<file path="config.mk">
export PLATFORM = sky130hd
export DESIGN_NAME = ports_write_arbiter
export DESIGN_NICKNAME = d
export VERILOG_FILES = /design/src/rtl/ports_write_arbiter_pkg.sv /design/src/rtl/ports_write_arbiter_lsb_encoder8.sv /design/src/rtl/ports_write_arbiter.sv
export SDC_FILE = /design/constraint.sdc
export NUM_CORES = 1
export LEC_CHECK = 0
export CAP_MARGIN = 20
export CORE_AREA = 2 2 69 45
export CTS_BUF_LIST = sky130_fd_sc_hd__clkbuf_8
export CTS_CLUSTER_DIAMETER = 60
export DETAILED_ROUTE_END_ITERATION = 8
export DIE_AREA = 0 0 71 47
export PLACE_DENSITY = 0.86
export SETUP_SLACK_MARGIN = 0.2
export SYNTH_ARGS = -nofsm -noshare
export SYNTH_HDL_FRONTEND = slang
export SYNTH_SLANG_ARGS = --single-unit
export TNS_END_PERCENT = 20
</file>
<file path="constraint.sdc">
create_clock -name clk -period 2.8 [get_ports clk]
set_clock_uncertainty 0.1 [all_clocks]
set_input_delay 0.42 -clock clk [delete_from_list [all_inputs] [get_ports clk]]
set_output_delay 0.42 -clock clk [all_outputs]
set_load 0.01 [all_outputs]
</file>
<file path="src/rtl/ports_write_arbiter_pkg.sv">
// ports_write_arbiter_pkg
//   Shared constants for the two-requester write arbiter that drives the
//   single-bit-write `ports` bank: port geometry, FSM state encoding and
//   owner identifiers.
package ports_write_arbiter_pkg;

    localparam int PORT_COUNT = 8;
    localparam int IDX_W      = 3;

    typedef enum logic [1:0] {
        ST_IDLE  = 2'd0,
        ST_WRITE = 2'd1,
        ST_DONE  = 2'd2
    } state_e;

    localparam logic OWN_A = 1'b0;
    localparam logic OWN_B = 1'b1;

endpackage

</file>
<file path="src/rtl/ports_write_arbiter_lsb_encoder8.sv">
// lsb_encoder8
//   Combinational lowest-set-bit encoder.
//   vec_i  : PORT_COUNT-bit input vector
//   idx_o  : index of the lowest set bit (0 when vec_i is zero)
//   none_o : 1 when vec_i has no bit set
module lsb_encoder8
    import ports_write_arbiter_pkg::*;
(
    input  logic [PORT_COUNT-1:0] vec_i,
    output logic [IDX_W-1:0]      idx_o,
    output logic                  none_o
);

    always_comb begin
        idx_o  = '0;
        none_o = ~|vec_i;
        // Scan downward so the last hit, the lowest index, wins.
        for (int i = PORT_COUNT - 1; i >= 0; i--) begin
            if (vec_i[i]) idx_o = IDX_W'(i);
        end
    end

endmodule

</file>
<file path="src/rtl/ports_write_arbiter.sv">
// ports_write_arbiter
//   Shares the single-bit-write `ports` bank between requester A (CPU store
//   path) and requester B (auxiliary master). A request is a data byte and
//   a mask byte; the granted request is serialised into one port-bit write
//   per cycle, lowest masked index first, followed by a one-cycle done pulse.
//   Ports:
//     clk, rst               : clock, synchronous active-high reset
//     a_valid/a_data/a_mask  : requester A request; a_ready = accepted
//     b_valid/b_data/b_mask  : requester B request; b_ready = accepted
//     portWrite/valueWrite/enWrite : write interface into `ports`
//     busy                   : FSM not idle
//     done/done_id           : completion pulse and owner (0 = A, 1 = B)
module ports_write_arbiter
    import ports_write_arbiter_pkg::*;
(
    input  logic                  clk,
    input  logic                  rst,
    input  logic                  a_valid,
    input  logic [PORT_COUNT-1:0] a_data,
    input  logic [PORT_COUNT-1:0] a_mask,
    output logic                  a_ready,
    input  logic                  b_valid,
    input  logic [PORT_COUNT-1:0] b_data,
    input  logic [PORT_COUNT-1:0] b_mask,
    output logic                  b_ready,
    output logic [IDX_W-1:0]      portWrite,
    output logic                  valueWrite,
    output logic                  enWrite,
    output logic                  busy,
    output logic                  done,
    output logic                  done_id
);

    state_e                  state_q, state_d;
    logic [PORT_COUNT-1:0]   data_q;
    logic [PORT_COUNT-1:0]   mask_q;    // working mask, bits cleared as written
    logic                    owner_q;
    logic                    prio_q;    // requester favoured on a tie

    logic                    accept;
    logic [PORT_COUNT-1:0]   mask_in;
    logic [PORT_COUNT-1:0]   data_in;
    logic [IDX_W-1:0]        cur_idx;
    logic                    cur_none;
    logic [PORT_COUNT-1:0]   mask_clr;
    logic [IDX_W-1:0]        rest_idx;
    logic                    rest_none;

    // Bit written this cycle.
    lsb_encoder8 u_cur (
        .vec_i  (mask_q),
        .idx_o  (cur_idx),
        .none_o (cur_none)
    );

    assign mask_clr = mask_q & ~(PORT_COUNT'(1) << cur_idx);

    // Looking at the mask after this write tells us whether it is the last.
    lsb_encoder8 u_rest (
        .vec_i  (mask_clr),
        .idx_o  (rest_idx),
        .none_o (rest_none)
    );

    assign accept  = a_ready | b_ready;
    assign mask_in = b_ready ? b_mask : a_mask;
    assign data_in = b_ready ? b_data : a_data;

    // State register
    always_ff @(posedge clk) begin
        if (rst) state_q <= ST_IDLE;
        else     state_q <= state_d;
    end

    // Next-state logic
    always_comb begin
        state_d = state_q;
        case (state_q)
            ST_IDLE:  if (accept) state_d = (|mask_in) ? ST_WRITE : ST_DONE;
            ST_WRITE: if (rest_none) state_d = ST_DONE;
            ST_DONE:  state_d = ST_IDLE;
            default:  state_d = ST_IDLE;
        endcase
    end

    // Outputs: writes and status come from registered state only; the
    // ready handshake is combinational on the request inputs.
    always_comb begin
        a_ready    = 1'b0;
        b_ready    = 1'b0;
        enWrite    = 1'b0;
        portWrite  = '0;
        valueWrite = 1'b0;
        done       = 1'b0;
        done_id    = 1'b0;
        busy       = (state_q != ST_IDLE);
        case (state_q)
            ST_IDLE: begin
                a_ready = a_valid & (~b_valid | (prio_q == OWN_A));
                b_ready = b_valid & (~a_valid | (prio_q == OWN_B));
            end
            ST_WRITE: begin
                enWrite    = ~cur_none;
                portWrite  = cur_idx;
                valueWrite = data_q[cur_idx];
            end
            ST_DONE: begin
                done    = 1'b1;
                done_id = owner_q;
            end
            default: ;
        endcase
    end

    // Request datapath: latch on accept, retire one mask bit per write.
    always_ff @(posedge clk) begin
        if (rst) begin
            data_q  <= '0;
            mask_q  <= '0;
            owner_q <= OWN_A;
            prio_q  <= OWN_A;
        end else if (accept) begin
            data_q  <= data_in;
            mask_q  <= mask_in;
            owner_q <= b_ready ? OWN_B : OWN_A;
            prio_q  <= b_ready ? OWN_A : OWN_B;
        end else if (state_q == ST_WRITE) begin
            mask_q  <= mask_clr;
        end
    end

    logic unused_ok;
    assign unused_ok = ^rest_idx;

endmodule

</file>
==> flow_summary.ini, run 1 <==
[global_route]
grt_start_max_net_pins = 23
grt_overflow = 0
antenna_found_initial = 0
grt_pass1_wl_um = 6650
grtUsageTotal = 0.259
grt_pass1_vias = 1428

[power]
vdd_ir_drop_max_v = 0.000428
power_density_nw_per_um2 = 613
p_sw_uw = 447
leakagePower_nw = 0.689
pwr-share-clk = 0.172
total_power_mw = 1.12
seqPwrFrac = 0.349
netSwitchingFraction = 0.398
combPwrFrac = 0.479
cell_internal_pwr_uw = 675

[timing]
finalHoldViolations = 0
grt_setup_unrepaired = true
finalCriticalPeriod_ns = 2.54
fin_tns_setup_ns = 0
fin_crit_sh = 0.906
slew_violations = 0
tightest_slew_ns = 0.752
max_slew_margin = 0.497
fmax_mhz = 394
setup-violations-final = 0

[synthesis]
syn-num-nets = 211
yosys_warnings = 0
synth_cells = 175
ys.flop_type = dfxtp_1
syn-cell-area_um2 = 1300
syn_avg_cell_area_um2 = 7.41
synth_cell_types = 47
synthArstFlopShare = 0
synth_edf_count = 0
synth_seq_area_share = 0.309
ys_ff_latch = 20

[placement]
dp_hpwl_um = 2990
io_buffer_count = 45
placed_cell_area_um2 = 1750
place_congestion = 0.834

[clocking]
clkLatencyLatePin_ns = 0.26
ctsHtreeMaxLevel = 1
clockBufferDepth = 2
cts_made_buffers = 3
cts_root_buffer = clkbuf_8
path_clk_slew_ns = 0.07
hold_buffers = 0
cts_tree = built
clock-sinks = 20

[worst_setup_path]
crit_fanout = 7
critPathRequiredTime_ns = 2.28
cp.arrival_ns = 2.02
reg2reg_slack_ns = 1.05
critPathKind = flop to output pin
slowest_delay_ns = 0.57
crit_family = buffers and inverters
crit_slowest_cell = clkdlybuf4s50_1
path_cells = nand2b_1 -> a221oi_2 -> buf_4 -> nor2_1 -> nor3_1 -> clkdlybuf4s50_1
critPathCaptureType = output pin
cp_num_buf_inv = 2
cp-start-kind = flop

[die]
num_io_pins = 46
rows = 15
die_h_um = 47
die_w_um = 71
dieArea_um2 = 3340
start_util = 0.476
core_area_um2 = 2720

[detailed_routing]
vias = 1567
vias_per_cell = 6.32
antenna_left = 0
drt_iter0_markers = 200
wire_per_inst_um = 17.1
drc = 0
first_pass_iters = 5
wirelength_um = 4250

[final_layout]
fin_nets = 252
regArea_um2 = 408
fin_util = 0.673
diodes = 0
syn_to_final_growth_pct = 41.2
nFillCells = 194
finalInstanceArea_um2 = 1830
layout-drive-gt1-share = 0.136
multiInputGateArea_um2 = 822

[flow_run]
max-cap-violations = 0

[worst_hold_path]
hold_class = flop to flop

[run_status]
status = complete, no violations
-- final timing paths --
kind                          start                     end  cells after the start
max          mask_q[6]$_SDFFE_PP0P_            portWrite[0]                      6
min          data_q[7]$_SDFFE_PP0P_  data_q[7]$_SDFFE_PP0P_                      2
max reg2reg  mask_q[2]$_SDFFE_PP0P_  mask_q[5]$_SDFFE_PP0P_                      5
min reg2reg  data_q[7]$_SDFFE_PP0P_  data_q[7]$_SDFFE_PP0P_                      2
-- stage by stage --
stage	hold WS (ns)	setup slack, ns	std cells
2_1_floorplan	0.336	0.801	175
3_3_place_gp	0.354	0.207	244
3_5_place_dp	0.367	0.0956	244
4_1_cts	0.377	0.241	248
5_1_grt	0.403	0.175	248
6_report	0.394	0.263	248
-- flip-flops by register name (all words and copies together), names as in the netlist --
signal,cells
state_q,2
prio_q,1
data_q,8
mask_q,8
owner_q,1
-- power by group through the flow --
stage          Sequential [mW]  Clock [mW]  Combinational, mW
2_1_floorplan            0.360           0              0.344
3_3_place_gp             0.386           0              0.482
3_5_place_dp             0.391           0              0.498
4_1_cts                  0.386       0.194              0.507
5_1_grt                  0.397       0.210              0.578
6_report                 0.392       0.193              0.537
-- area by class of cell --
cell class / count / share of cell area
Tap cell: 34 / 0.0232
Sequential cell: 20 / 0.223
Multi-Input combinational cell: 135 / 0.449
Inverter: 5 / 0.0109
Timing Repair Buffer: 51 / 0.271
Clock buffer: 3 / 0.0226
-- cells in the mapped netlist, types with 2 or more instances --
cell type | number | area (µm²)
o211ai_1 | 2 | 15.0
o21ai_1 | 5 | 25.0
nand3_1 | 3 | 15.0
inv_2 | 3 | 11.3
a211oi_1 | 4 | 30.0
buf_2 | 4 | 20.0
a31oi_1 | 3 | 18.8
a311oi_1 | 7 | 61.3
nor2b_1 | 3 | 18.8
dfxtp_1 | 20 | 400
and3_1 | 4 | 25.0
nor3_1 | 12 | 60.1
nand2_1 | 21 | 78.8
a21oi_1 | 8 | 40.0
clkbuf_1 | 8 | 30.0
a22oi_1 | 5 | 37.5
nand2b_1 | 3 | 18.8
nor4_1 | 4 | 25.0
nor2_1 | 23 | 86.3
a32oi_1 | 2 | 17.5
and2_1 | 4 | 25.0
o21ai_0 | 2 | 10.0
-- logic make-up (layout without fill, tap and decap cells) --
| logic type | Yosys count | count (layout) | synth area share |
|---|---|---|---|
| AO/OA/AOI/OAI | 49 | 49 | 0.283 |
| flip-flops | 20 | 20 | 0.309 |
| buffers and inverters | 20 | 59 | 0.0714 |
| AND/OR/NAND/NOR | 84 | 84 | 0.320 |
| multiplexers | 1 | 1 | 0.00869 |
| adder cells (fa/ha/maj) | 1 | 1 | 0.00772 |
-- per-layer routing --
metal,GRT usage,part of all wire,vias up
met5,0,0,-
li1,-,-,720
met1,0.354,0.43,712
met2,0.428,0.45,119
met3,0.0558,0.096,16
met4,0.0642,0.020,0
-- worst min-delay path: stages (launching register included) --
cell and delay (ns):
dfxtp_1 0.33, nand2_1 0.07, a21oi_1 0.06
-- cell usage in the layout, fill, tap and decap left out, types with 5 or more instances in the layout --
| cell type | n |
|---|---|
| nand2_1 | 21 |
| o21ai_1 | 5 |
| clkdlybuf4s50_1 | 43 |
| buf_4 | 6 |
| a22oi_1 | 5 |
| nor2_1 | 23 |
| nor3_1 | 12 |
| dfxtp_1 | 16 |
| a21oi_1 | 8 |
| a311oi_1 | 7 |
-- repair_timing --
item / in CTS / in global routing
setup buffers: 1 / 0
pin swaps: 1 / 1
gates cloned: 0 / 0
resized for setup: 4 / 6
setup endpoints to repair: 3 / 4
No activity file was read; power rests on OpenSTA's default activity.
==> inputs of run 2 (changes only) <==
==> constraint.sdc (replaced) <==
create_clock -name clk -period 2.8 [get_ports clk]
set_clock_uncertainty 0.1 [all_clocks]
set_input_delay 0.42 -clock clk [delete_from_list [all_inputs] [get_ports clk]]
set_output_delay 0.42 -clock clk [all_outputs]
set_load 0.05 [all_outputs]
==> flow_summary.ini, run 2 (synthesis results as in run 1) <==
[global_route]
antenna_found_initial = 0
grt_start_max_net_pins = 24
grt_pass1_wl_um = 6460
grtUsageTotal = 0.249
grt_overflow = 0
grt_pass1_vias = 1434

[die]
dieArea_um2 = 3340
num_io_pins = 46
die_h_um = 47
rows = 15
core_area_um2 = 2720
die_w_um = 71
start_util = 0.476

[clocking]
clkLatencyLatePin_ns = 0.26
cts_made_buffers = 3
clock-sinks = 20
path_clk_slew_ns = 0.08
cts_setup_buffers = 0
cts_root_buffer = clkbuf_8
clockBufferDepth = 2
ctsHtreeMaxLevel = 1
cts_tree = built

[timing]
grt_setup_unrepaired = true
finalHoldViolations = 0
fin_tns_setup_ns = 0
fin_crit_sh = 0.914
tightest_slew_ns = 0.770
fin_hold_ws_ns = 0.383
finalCriticalPeriod_ns = 2.56
max_slew_margin = 0.485
fmax_mhz = 391
slew_violations = 0
setup-violations-final = 0

[worst_setup_path]
critPathRequiredTime_ns = 2.28
crit_path_start = mask_q[3]$_SDFFE_PP0P_
cp.arrival_ns = 2.04
cp_num_buf_inv = 1
crit_fanout = 11
critPathKind = flop to output pin
path_cells = nor2_1 -> a221oi_4 -> mux2_2 -> o221ai_1 -> o21ai_2 -> buf_4
crit_family = compound AO/OA/AOI/OAI gates
slowest_delay_ns = 0.45
crit_slowest_cell = dfxtp_2
cp-start-kind = flop
critPathCaptureType = output pin
r2r_start = mask_q[0]$_SDFFE_PP0P_

[detailed_routing]
wire_per_inst_um = 16.3
wirelength_um = 4000
vias = 1522
first_pass_iters = 6
drt_iter0_markers = 166
drc = 0
vias_per_cell = 6.21
antenna_left = 0

[power]
leakagePower_nw = 0.691
vdd_ir_drop_max_v = 0.000398
pwr-share-clk = 0.185
combPwrFrac = 0.482
cell_internal_pwr_uw = 694
seqPwrFrac = 0.333
power_density_nw_per_um2 = 664
p_sw_uw = 510
total_power_mw = 1.20
netSwitchingFraction = 0.424

[placement]
io_buffer_count = 45
place_congestion = 0.899
placed_cell_area_um2 = 1740
dp_hpwl_um = 2930
dp_cells = 241

[run_status]
status = complete, no violations

[final_layout]
syn_to_final_growth_pct = 40.0
fin_nets = 248
finalInstanceArea_um2 = 1810
diodes = 0
final_common_cell = clkdlybuf4s50_1
layout-drive-gt1-share = 0.128
top_regs = data_q (8), mask_q (8), state_q (2)
layout_common_cells = clkdlybuf4s50_1, nor2_1, nand2_1
final_cells = 245
nFillCells = 189

[worst_hold_path]
min_from = data_q[0]$_SDFFE_PP0P_
hold_class = flop to flop

[flow_run]
max-cap-violations = 0
## run 2: cell count changes in the layout (fill, tap and decap cells not counted), sizes merged
cell | previous run | this run
clkdlybuf4s50 | 43 | 38
buf | 6 | 7
clkbuf | 3 | 4
## run 2: worst paths after layout
check	to	slack [ns]	cells after the start
max	valueWrite	0.24	6
min	data_q[0]$_SDFFE_PP0P_	0.38	2
max reg2reg	mask_q[5]$_SDFFE_PP0P_	0.96	5
min reg2reg	data_q[0]$_SDFFE_PP0P_	0.38	2
## run 2: layout make-up
cell class | count | area, µm² | area share
Tap cell | 34 | 42.5 | 0.0234
Multi-Input combinational cell | 135 | 815 | 0.449
Sequential cell | 20 | 403 | 0.222
Clock buffer | 4 | 55.1 | 0.0303
Inverter | 5 | 20.0 | 0.0110
Timing Repair Buffer | 47 | 479 | 0.264
## run 2: tightest hold or removal path, delay by kind of cell, from the launching register on
family           cells  cell delay (ns)
AO/OA/AOI/OAI        1             0.05
flip-flops           1             0.32
AND/OR/NAND/NOR      1             0.06
## run 2: through the flow
step	utilization	worst slack (ns)
floorplan	-	0.328
global placement	0.641	0.490
detailed placement	0.641	0.359
CTS	0.661	0.170
global route	0.667	0.143
finish	0.667	0.242
## run 2: power groups by stage
stage          clock network (mW)  registers [mW]  logic, mW
6_report                    0.223           0.401      0.580
5_1_grt                     0.236           0.409      0.621
4_1_cts                     0.222           0.395      0.564
3_5_place_dp                    0           0.401      0.561
3_3_place_gp                    0           0.396      0.546
2_1_floorplan                   0           0.360      0.421
## run 2: metal layers
metal  track usage  vias to the layer above  share of wire
li1              -                      711              -
met1         0.321                      689           0.44
met2         0.439                      112           0.45
met3        0.0579                       10           0.11
met4        0.0566                        0         0.0097
met5             0                        -              0
## run 2: what timing repair did
item	in CTS	in global routing
endpoints found under the hold margin	0	0
hold buffers	0	0
resized for setup	2	3
endpoints found under the setup margin	2	2
